### src/rtl/song_play_if.sv
// Board-side bundle of the song player: manual keys, play control, song ROM port and
// display/buzzer outputs. The master side is the board/ROM, the slave side is the sequencer.
interface song_play_if #(
    parameter int NOTE_ADDR_W = 6
);
    logic [6:0]             key_in;
    logic [3:0]             song_sel;
    logic                   start;
    logic                   stop;
    logic [NOTE_ADDR_W+1:0] rom_addr;
    logic [7:0]             rom_data;
    logic [6:0]             status;
    logic [3:0]             num;
    logic [3:0]             note_out;
    logic                   busy;
    logic                   done;

    modport master (
        output key_in, song_sel, start, stop, rom_data,
        input  rom_addr, status, num, note_out, busy, done
    );

    modport slave (
        input  key_in, song_sel, start, stop, rom_data,
        output rom_addr, status, num, note_out, busy, done
    );
endinterface

### src/rtl/song_play_ctrl.sv
// Piano display/buzzer sequencer: follows manual keys while idle, otherwise steps through
// a song ROM, holding each note for beats*BEAT_CYCLES cycles followed by a silent gap.
module song_play_ctrl #(
    parameter int BEAT_CYCLES = 25_000_000,
    parameter int GAP_CYCLES  = 2_500_000,
    parameter int NOTE_ADDR_W = 6
) (
    input  logic       sys_clk,
    input  logic       sys_rst,
    song_play_if.slave bus
);
    localparam int BEAT_W = $clog2(15 * BEAT_CYCLES);
    localparam int GAP_W  = (GAP_CYCLES > 1) ? $clog2(GAP_CYCLES) : 1;
    localparam logic [BEAT_W-1:0]      BEAT_K   = BEAT_W'(BEAT_CYCLES);
    localparam logic [GAP_W-1:0]       GAP_LOAD = GAP_W'(GAP_CYCLES - 1);
    localparam logic [NOTE_ADDR_W-1:0] LAST_IDX = '1;

    typedef enum logic [2:0] {
        S_IDLE, S_FETCH, S_EVAL, S_PLAY, S_GAP, S_DONE
    } state_t;

    state_t                 state_q, state_d;
    logic [1:0]             song_q, song_d;
    logic [NOTE_ADDR_W-1:0] idx_q, idx_d;
    logic [BEAT_W-1:0]      beat_cnt_q, beat_cnt_d;
    logic [GAP_W-1:0]       gap_cnt_q, gap_cnt_d;
    logic [NOTE_ADDR_W+1:0] rom_addr_q, rom_addr_d;
    logic [6:0]             status_q, status_d;
    logic [3:0]             num_q, num_d;
    logic [3:0]             note_q, note_d;
    logic                   busy_q, busy_d;
    logic                   done_q, done_d;

    logic [3:0] rom_note;
    logic [3:0] rom_beats;
    logic       rom_is_key;
    logic       song_valid;

    assign rom_note   = bus.rom_data[3:0];
    assign rom_beats  = bus.rom_data[7:4];
    // Codes 8..15 share the rest path with code 0.
    assign rom_is_key = (rom_note != 4'd0) && !rom_note[3];
    assign song_valid = (bus.song_sel >= 4'd1) && (bus.song_sel <= 4'd3);

    function automatic logic [3:0] lowest_key(input logic [6:0] keys);
        logic [3:0] code;
        code = 4'd0;
        for (int k = 6; k >= 0; k--) begin
            if (keys[k]) code = 4'(k + 1);
        end
        return code;
    endfunction

    always_comb begin
        // NOTE: every _d starts from its _q so no path through this block can infer a latch.
        state_d    = state_q;
        song_d     = song_q;
        idx_d      = idx_q;
        beat_cnt_d = beat_cnt_q;
        gap_cnt_d  = gap_cnt_q;
        rom_addr_d = rom_addr_q;
        status_d   = status_q;
        num_d      = num_q;
        note_d     = note_q;

        unique case (state_q)
            S_IDLE: begin
                status_d = bus.key_in;
                num_d    = bus.song_sel;
                note_d   = lowest_key(bus.key_in);
                if (bus.start && !bus.stop && song_valid) begin
                    state_d    = S_FETCH;
                    song_d     = bus.song_sel[1:0];
                    idx_d      = '0;
                    rom_addr_d = {bus.song_sel[1:0], {NOTE_ADDR_W{1'b0}}};
                    status_d   = '0;
                    note_d     = '0;
                end
            end
            S_FETCH: state_d = S_EVAL;
            S_EVAL: begin
                if (rom_beats == 4'd0) begin
                    state_d = S_DONE;
                end else begin
                    state_d    = S_PLAY;
                    beat_cnt_d = BEAT_W'(rom_beats) * BEAT_K - BEAT_W'(1);
                    status_d   = rom_is_key ? (7'b1 << (rom_note - 4'd1)) : 7'b0;
                    note_d     = rom_is_key ? rom_note : 4'd0;
                end
            end
            S_PLAY: begin
                if (beat_cnt_q == '0) begin
                    state_d   = S_GAP;
                    gap_cnt_d = GAP_LOAD;
                    status_d  = '0;
                    note_d    = '0;
                end else begin
                    beat_cnt_d = beat_cnt_q - BEAT_W'(1);
                end
            end
            S_GAP: begin
                if (gap_cnt_q != '0) begin
                    gap_cnt_d = gap_cnt_q - GAP_W'(1);
                end else if (idx_q == LAST_IDX) begin
                    state_d = S_DONE;
                end else begin
                    state_d    = S_FETCH;
                    idx_d      = idx_q + NOTE_ADDR_W'(1);
                    rom_addr_d = {song_q, idx_d};
                end
            end
            S_DONE:  state_d = S_IDLE;
            default: state_d = S_IDLE;
        endcase

        // Abort from any active state drops straight back to idle with the display blanked.
        if (state_q != S_IDLE && bus.stop) begin
            state_d  = S_IDLE;
            status_d = '0;
            note_d   = '0;
        end

        busy_d = (state_d != S_IDLE);
        done_d = (state_d == S_DONE);
    end

    always_ff @(posedge sys_clk) begin
        if (sys_rst) begin
            state_q    <= S_IDLE;
            song_q     <= '0;
            idx_q      <= '0;
            beat_cnt_q <= '0;
            gap_cnt_q  <= '0;
            rom_addr_q <= '0;
            status_q   <= '0;
            num_q      <= '0;
            note_q     <= '0;
            busy_q     <= 1'b0;
            done_q     <= 1'b0;
        end else begin
            // NOTE: non-blocking updates so every flop samples the pre-edge value of the others.
            state_q    <= state_d;
            song_q     <= song_d;
            idx_q      <= idx_d;
            beat_cnt_q <= beat_cnt_d;
            gap_cnt_q  <= gap_cnt_d;
            rom_addr_q <= rom_addr_d;
            status_q   <= status_d;
            num_q      <= num_d;
            note_q     <= note_d;
            busy_q     <= busy_d;
            done_q     <= done_d;
        end
    end

    assign bus.rom_addr = rom_addr_q;
    assign bus.status   = status_q;
    assign bus.num      = num_q;
    assign bus.note_out = note_q;
    assign bus.busy     = busy_q;
    assign bus.done     = done_q;
endmodule

### src/flat_wrapper.sv
// flat-port wrapper written by rule: the top's interface ports become plain ports
module song_play_ctrl_flat 
#(
    parameter int BEAT_CYCLES = 25_000_000,
    parameter int GAP_CYCLES  = 2_500_000,
    parameter int NOTE_ADDR_W = 6
)
  (sys_clk, sys_rst, bus_key_in, bus_song_sel, bus_start, bus_stop, bus_rom_data, bus_rom_addr, bus_status, bus_num, bus_note_out, bus_busy, bus_done);
  song_play_if #(.NOTE_ADDR_W(NOTE_ADDR_W)) bus_i ();
  input  logic sys_clk;
  input  logic sys_rst;
  input wire logic [$bits(bus_i.key_in)-1:0] bus_key_in;
  input wire logic [$bits(bus_i.song_sel)-1:0] bus_song_sel;
  input wire logic [$bits(bus_i.start)-1:0] bus_start;
  input wire logic [$bits(bus_i.stop)-1:0] bus_stop;
  input wire logic [$bits(bus_i.rom_data)-1:0] bus_rom_data;
  output wire logic [$bits(bus_i.rom_addr)-1:0] bus_rom_addr;
  output wire logic [$bits(bus_i.status)-1:0] bus_status;
  output wire logic [$bits(bus_i.num)-1:0] bus_num;
  output wire logic [$bits(bus_i.note_out)-1:0] bus_note_out;
  output wire logic [$bits(bus_i.busy)-1:0] bus_busy;
  output wire logic [$bits(bus_i.done)-1:0] bus_done;
  assign bus_i.key_in = bus_key_in;
  assign bus_i.song_sel = bus_song_sel;
  assign bus_i.start = bus_start;
  assign bus_i.stop = bus_stop;
  assign bus_i.rom_data = bus_rom_data;
  assign bus_rom_addr = bus_i.rom_addr;
  assign bus_status = bus_i.status;
  assign bus_num = bus_i.num;
  assign bus_note_out = bus_i.note_out;
  assign bus_busy = bus_i.busy;
  assign bus_done = bus_i.done;
  song_play_ctrl #(.BEAT_CYCLES(BEAT_CYCLES), .GAP_CYCLES(GAP_CYCLES), .NOTE_ADDR_W(NOTE_ADDR_W)) u_core (.sys_clk(sys_clk), .sys_rst(sys_rst), .bus(bus_i));
endmodule
### config.mk
export PLATFORM = sky130hd
export DESIGN_NAME = song_play_ctrl_flat
export DESIGN_NICKNAME = d
export VERILOG_FILES = /design/src/rtl/song_play_if.sv /design/src/rtl/song_play_ctrl.sv /design/src/flat_wrapper.sv
export SDC_FILE = /design/constraint.sdc
export NUM_CORES = 1
export LEC_CHECK = 0
export ABC_AREA = 1
export CORE_ASPECT_RATIO = 0.8
export CORE_MARGIN = 1.5
export CORE_UTILIZATION = 60
export CTS_BUF_LIST = sky130_fd_sc_hd__clkbuf_4 sky130_fd_sc_hd__clkbuf_8
export DETAILED_ROUTE_END_ITERATION = 10
export GPL_ROUTABILITY_DRIVEN = 0
export PLACE_DENSITY = 0.82
export SKIP_LAST_GASP = 1
export SYNTH_ARGS = -nofsm -noshare
export SYNTH_HDL_FRONTEND = slang
export SYNTH_SLANG_ARGS = --single-unit
### constraint.sdc
create_clock -name sys_clk -period 4.09 [get_ports sys_clk]
set_input_delay 0.818 -clock sys_clk [delete_from_list [all_inputs] [get_ports sys_clk]]
set_output_delay 0.818 -clock sys_clk [all_outputs]
set_load 0.1 [all_outputs]
==> reports/qor.csv, run 1 <==
metric,value,unit
start_kind,input port,
syn-instance-count,1022,
via_count,6855,
grt_pass1_wl,28.2,mm
cpPeakStageDelay,0.52,ns
fin_worst_skew,0.0131,ns
fp.dieH,95.1,µm
antenna_found_initial,0,
endpoint_kind,register,
synth_cell_type_count,50,
yosys_warnings,0,
dpl_cell_area,7390,µm²
clkTransAtPathRegs,0.08,ns
synthToLayoutAreaGrowth,20.8,%
crit_path_max_fanout,7,
drv_cap,0,
dp_worst_setup_slack,-0.349,ns
clock_path_buffers,2,
clkLatencyLatePin,0.36,ns
drive_gt1_share,11.8,%
path_class,input port to register,
grt_pass1_vias,6202,
finalInstanceArea,7680,µm²
finalCriticalPeriod,3.92,ns
wl,16.8,mm
ir_drop,0.000249,V
max-slew-margin-rel,32.4,%
nets,1186,
setup_violations,0,
required,4.38,ns
tightestPinTransition,1.01,ns
setup_ws,0.169,ns
ctsHoldBuffers,0,
crit_chain,clkdlybuf4s50_1 > buf_4 > ha_1 > fa_1 > ha_1 > nand2_1 > inv_1 > a21oi_1 > nand2_1 > nand2_1 > nand2_1 > nor2_2 > buf_4 > nand3_1 > nand2_1 > nand2_1 > nand2_1 > nand2_1 > a21oi_1,
root_buffer,clkbuf_8,
syn-mean-instance-area,6.22,µm²
combPwrFrac,49.0,%
pin_count,48,
crit_buf_inv,4,
rows,33,
antennaDiodeCount,0,
grt.total_usage,30.7,%
powerDensity,382,nW/µm²
clock.fmax,255,MHz
seqCellArea,1620,µm²
initial_utilization,61.9,%
min_path_type,register to register,
postLayoutCoreUtil,74.7,%
ys_ff_latch,81,
tns,0,ns
drc_errors,0,
grt_max_degree,35,
cts_made_buffers,9,
fin_crit_sh,95.9,%
switchingPower,1210,µW
leakage,0.00376,µW
firstDrtPassIters,6,
portBuffers,47,
p_sw_share,41.2,%
die-area,11200,µm²
fp.coreArea,10300,µm²
pwr-share-seq,29.0,%
synth_area,6360,µm²
dp_hpwl,13.0,mm
slowest_stage,clkdlybuf4s50_1,
drt_iter0_drc,571,
final_hold_viol_count,0,
clkPwrFrac,22.0,%
seq_area_frac_synth,25.5,%
drv_slew,0,
synth_fp_nets,1085,
grt-ovfl-total,0,
internal-power,1730,µW
wl_per_cell,13.3,µm
die_w,118,µm
status,finished clean,
clock-sinks,81,
htreeDepth,3,
post_drt_via_cell_ratio,5.41,
path_delay_family,adder cells,
ant_nets,0,
nFillCells,821,
cts_tree,yes,
path_common_cell,nand2_1,
cp.arrival,4.21,ns
multi_input_area,4140,µm²
total_power,2940,µW
-- cells in the final DEF, fill, tap and decap left out, drive strengths merged, types with 32 or more instances in the layout --
cell type,count
nor2,135
dfxtp,81
nand3,82
ha,32
o21ai,55
buf,66
inv,149
clkdlybuf4s50,47
nand2,259
a21oi,89
-- synth_stat cells, drive strengths merged --
master   count  area, µm²
buf          8       57.6
and2         1       6.26
a221oi       1       8.76
nand4       17        134
nor4         4       31.3
a31oi        9       56.3
o21a         2       15.0
o21bai       1       7.51
nand2      259        982
o31ai        1       7.51
fa           8        160
nand3       82        428
a211oi       4       30.0
o32ai        1       8.76
nor2       135        556
dfxtp       81       1620
xor2        18        158
a21oi       89        445
o311ai       1       8.76
o22ai        7       43.8
o211ai       4       35.0
o21ai       55        275
and3b        1       8.76
clkinv       2       7.51
nand3b       5       37.5
or2          7       43.8
xnor2        8       70.1
inv        148        556
o2111ai      2       17.5
nor3        14       86.3
clkbuf      15       56.3
ha          32        400
-- area by class of cell --
| type | count | area share [%] |
|---|---|---|
| Timing Repair Buffer | 113 | 12.6 |
| Inverter | 150 | 7.33 |
| Clock buffer | 9 | 1.61 |
| Clock inverter | 6 | 1.20 |
| Multi-Input combinational cell | 768 | 53.9 |
| Tap cell | 140 | 2.28 |
| Sequential cell | 81 | 21.1 |
-- logic make-up (layout without fill, tap and decap cells) --
logic type	count (synthesis)	count (layout)	synth area share [%]
AO/OA/AOI/OAI	177	177	15.1
XOR/XNOR	26	26	3.58
adder cells (fa/ha/maj)	40	40	8.81
buffers and inverters	173	278	10.6
flip-flops	81	81	25.5
AND/OR/NAND/NOR	525	525	36.4
-- worst min-delay path, cell delays in order (launching register included) --
cell and delay, ns:
dfxtp_1 0.31, nand2_1 0.06, a21oi_1 0.05
-- stage by stage --
stage / std cells / hold WS, ns
3_3_place_gp: 1252 / 0.430
6_report: 1267 / 0.467
3_5_place_dp: 1252 / 0.457
2_1_floorplan: 1022 / 0.441
4_1_cts: 1267 / 0.467
5_1_grt: 1267 / 0.486
-- power by group through the flow --
stage / Combinational [µW] / Clock [µW] / Sequential, µW
6_report: 1440 / 647 / 850
3_3_place_gp: 1350 / 0 / 866
5_1_grt: 1590 / 690 / 855
4_1_cts: 1380 / 655 / 849
3_5_place_dp: 1370 / 0 / 867
2_1_floorplan: 784 / 0 / 966
-- repair_timing --
action                                  4_1_cts  5_1_grt
endpoints found under the hold margin         0        0
resized for setup                             0       23
setup buffers                                 0        0
endpoints found under the setup margin        0       10
-- per-layer routing --
metal	share of wire, %	track usage [%]
met5	0	0
met4	1.2	7.72
met3	8.0	7.18
met2	43	48.3
met1	48	42.6
-- registers in the layout (all words and copies together), names as in the netlist, 2 cells and up --
signal	flops
u_core.bus.note_out	4
u_core.bus.rom_addr	8
u_core.beat_cnt_q	29
u_core.song_q	2
u_core.gap_cnt_q	22
u_core.bus.num	4
u_core.bus.status	7
u_core.state_q	3
-- worst paths after layout --
check	end	startpoint	slack, ns	depth (start not counted)
min reg2reg	u_core.bus.note_out[2]	u_core.bus.note_out[2]	0.47	2
max	u_core.beat_cnt_q[23]	bus_rom_data[7]	0.17	19
min	u_core.bus.note_out[2]	u_core.bus.note_out[2]	0.47	2
max reg2reg	u_core.beat_cnt_q[21]	u_core.state_q[1]	1.40	10
No activity file was read; power rests on OpenSTA's default activity.
==> run 2, diff against run 1 <==
--- a/config.mk
+++ b/config.mk
@@ -9,10 +9,10 @@
 export CORE_ASPECT_RATIO = 0.8
 export CORE_MARGIN = 1.5
 export CORE_UTILIZATION = 60
-export CTS_BUF_LIST = sky130_fd_sc_hd__clkbuf_4 sky130_fd_sc_hd__clkbuf_8
+export CTS_BUF_LIST = sky130_fd_sc_hd__clkbuf_2
 export DETAILED_ROUTE_END_ITERATION = 10
 export GPL_ROUTABILITY_DRIVEN = 0
-export PLACE_DENSITY = 0.82
+export PLACE_DENSITY = 0.81
 export SKIP_LAST_GASP = 1
 export SYNTH_ARGS = -nofsm -noshare
 export SYNTH_HDL_FRONTEND = slang
==> reports/qor.csv, run 2 (same netlist as run 1, synthesis figures left out) <==
metric,value,unit
synthToLayoutAreaGrowth,19.2,%
nFillCells,876,
crit_chain,clkdlybuf4s50_1 > buf_4 > inv_1 > ha_1 > fa_1 > ha_1 > nand2_1 > nor2_1 > nand2_1 > nand3_1 > nand2_1 > nand2_1 > nand2_1 > nor2_2 > nand3_1 > nand2_1 > nand2_1 > o21ai_0 > a21oi_1,
multi_input_area,4070,µm²
dp_worst_setup_slack,-0.355,ns
whs,0.468,ns
cpPeakStageDelay,0.50,ns
fp.dieH,95.1,µm
place_inst,1255,
grt_pass1_vias,6137,
top_register,u_core.beat_cnt_q,
min_path_type,register to register,
ir_drop,0.000262,V
die_w,118,µm
rows,33,
grt_pass1_wl,28.1,mm
setup_violations,0,
cp.arrival,4.32,ns
ff2ff_setup_slack,1.56,ns
drt_iter0_drc,631,
root_buffer,clkbuf_2,
critPathLaunch,bus_rom_data[6],
seqCellArea,1620,µm²
drv_slew,0,
stdcell_count,1271,
r2r_end,u_core.gap_cnt_q[12],
nets,1189,
postCtsSetupRepairBufs,0,
drive_gt1_share,10.6,%
post_drt_via_cell_ratio,5.35,
clock.fmax,259,MHz
slowest_stage,clkdlybuf4s50_1,
finalCriticalPeriod,3.87,ns
portBuffers,47,
path_common_cell,nand2_1,
via_count,6795,
path_class,input port to register,
start_kind,input port,
endpoint_kind,register,
pin_count,48,
antennaDiodeCount,0,
status,finished clean,
initial_utilization,61.9,%
clock_path_buffers,2,
wl,16.7,mm
dp_hpwl,13.0,mm
largest_reg_flops,29,
die-area,11200,µm²
firstDrtPassIters,5,
fp.coreArea,10300,µm²
fin_crit_sh,94.5,%
leakage,0.00377,µW
max-slew-margin-rel,31.7,%
grt_setup_unrepaired,yes,
drv_cap,0,
grt-ovfl-total,0,
cp-endpoint,u_core.beat_cnt_q[21],
clkLatencyLatePin,0.56,ns
htreeDepth,3,
clock-sinks,81,
final_common_cell,nand2_1,
fin_worst_skew,0.0271,ns
crit_path_max_fanout,9,
powerDensity,372,nW/µm²
tightestPinTransition,1.02,ns
final_hold_viol_count,0,
setup_ws,0.224,ns
wl_per_cell,13.2,µm
cts_tree,yes,
antenna_found_initial,0,
total_power,2820,µW
grt.total_usage,30.3,%
required,4.54,ns
layout_common_cells,"nand2_1, inv_1, nor2_1",
clkTransAtPathRegs,0.23,ns
drc_errors,0,
cts_made_buffers,9,
ant_nets,0,
r2r_cells,10,
grt_max_degree,35,
r2r_start,u_core.state_q[1],
-- run 2: layer usage --
layer | track usage, % | routed length (µm) | vias up
met5 | 0 | 0 | -
met2 | 45.9 | 6890 | 261
met3 | 7.24 | 1450 | 18
li1 | - | - | 3515
met4 | 6.71 | 170 | 0
met1 | 43.8 | 8230 | 3001
-- run 2: how the worst min path moves through the flow --
stage | startpoint | endpoint | slack (ns) | cells after the start
finish | u_core.bus.note_out[3] | u_core.bus.note_out[3] | 0.47 | 2
global route | u_core.bus.note_out[3] | u_core.bus.note_out[3] | 0.50 | 2
CTS | u_core.bus.note_out[3] | u_core.bus.note_out[3] | 0.47 | 2
detailed placement | u_core.bus.note_out[3] | u_core.bus.note_out[3] | 0.44 | 2
global placement | u_core.bus.note_out[3] | u_core.bus.note_out[3] | 0.43 | 2
floorplan | u_core.song_q[0] | u_core.song_q[0] | 0.44 | 2
-- run 2: critical path, delay by kind of cell --
| kind | cells | cell delay [ns] |
|---|---|---|
| and+or+nand+nor | 11 | 1.14 |
| adders and majority gates | 3 | 1.24 |
| AOI/OAI and AO/OA | 2 | 0.35 |
| buffers and inverters | 3 | 0.75 |
-- run 2: area by class of cell --
cell class              count  area share (%)
multi-input cells         768            53.6
inverters                 150            7.43
well taps                 140            2.31
clock buffers              10           0.660
flip-flops and latches     81            21.4
repair buffers            116            13.0
clock inverters             6            1.52
-- run 2: stage by stage --
stage / utilization, % / setup TNS [ns] / area (µm²)
3_3_place_gp: 72.1 / -1.96 / 7410
4_1_cts: 73.7 / 0 / 7570
6_report: 73.7 / 0 / 7580
5_1_grt: 73.7 / -0.0123 / 7580
3_5_place_dp: 72.1 / -2.45 / 7410
2_1_floorplan: - / 0 / 6360
-- run 2: timing repair --
item / in CTS / in global routing
gates resized for setup: 0 / 2
endpoints found under the setup margin: 0 / 2
hold buffers: 0 / 0
-- run 2: report_power, final --
part	internal, µW	switching, µW
Combinational	548	852
Sequential	825	27.0
Clock	269	298
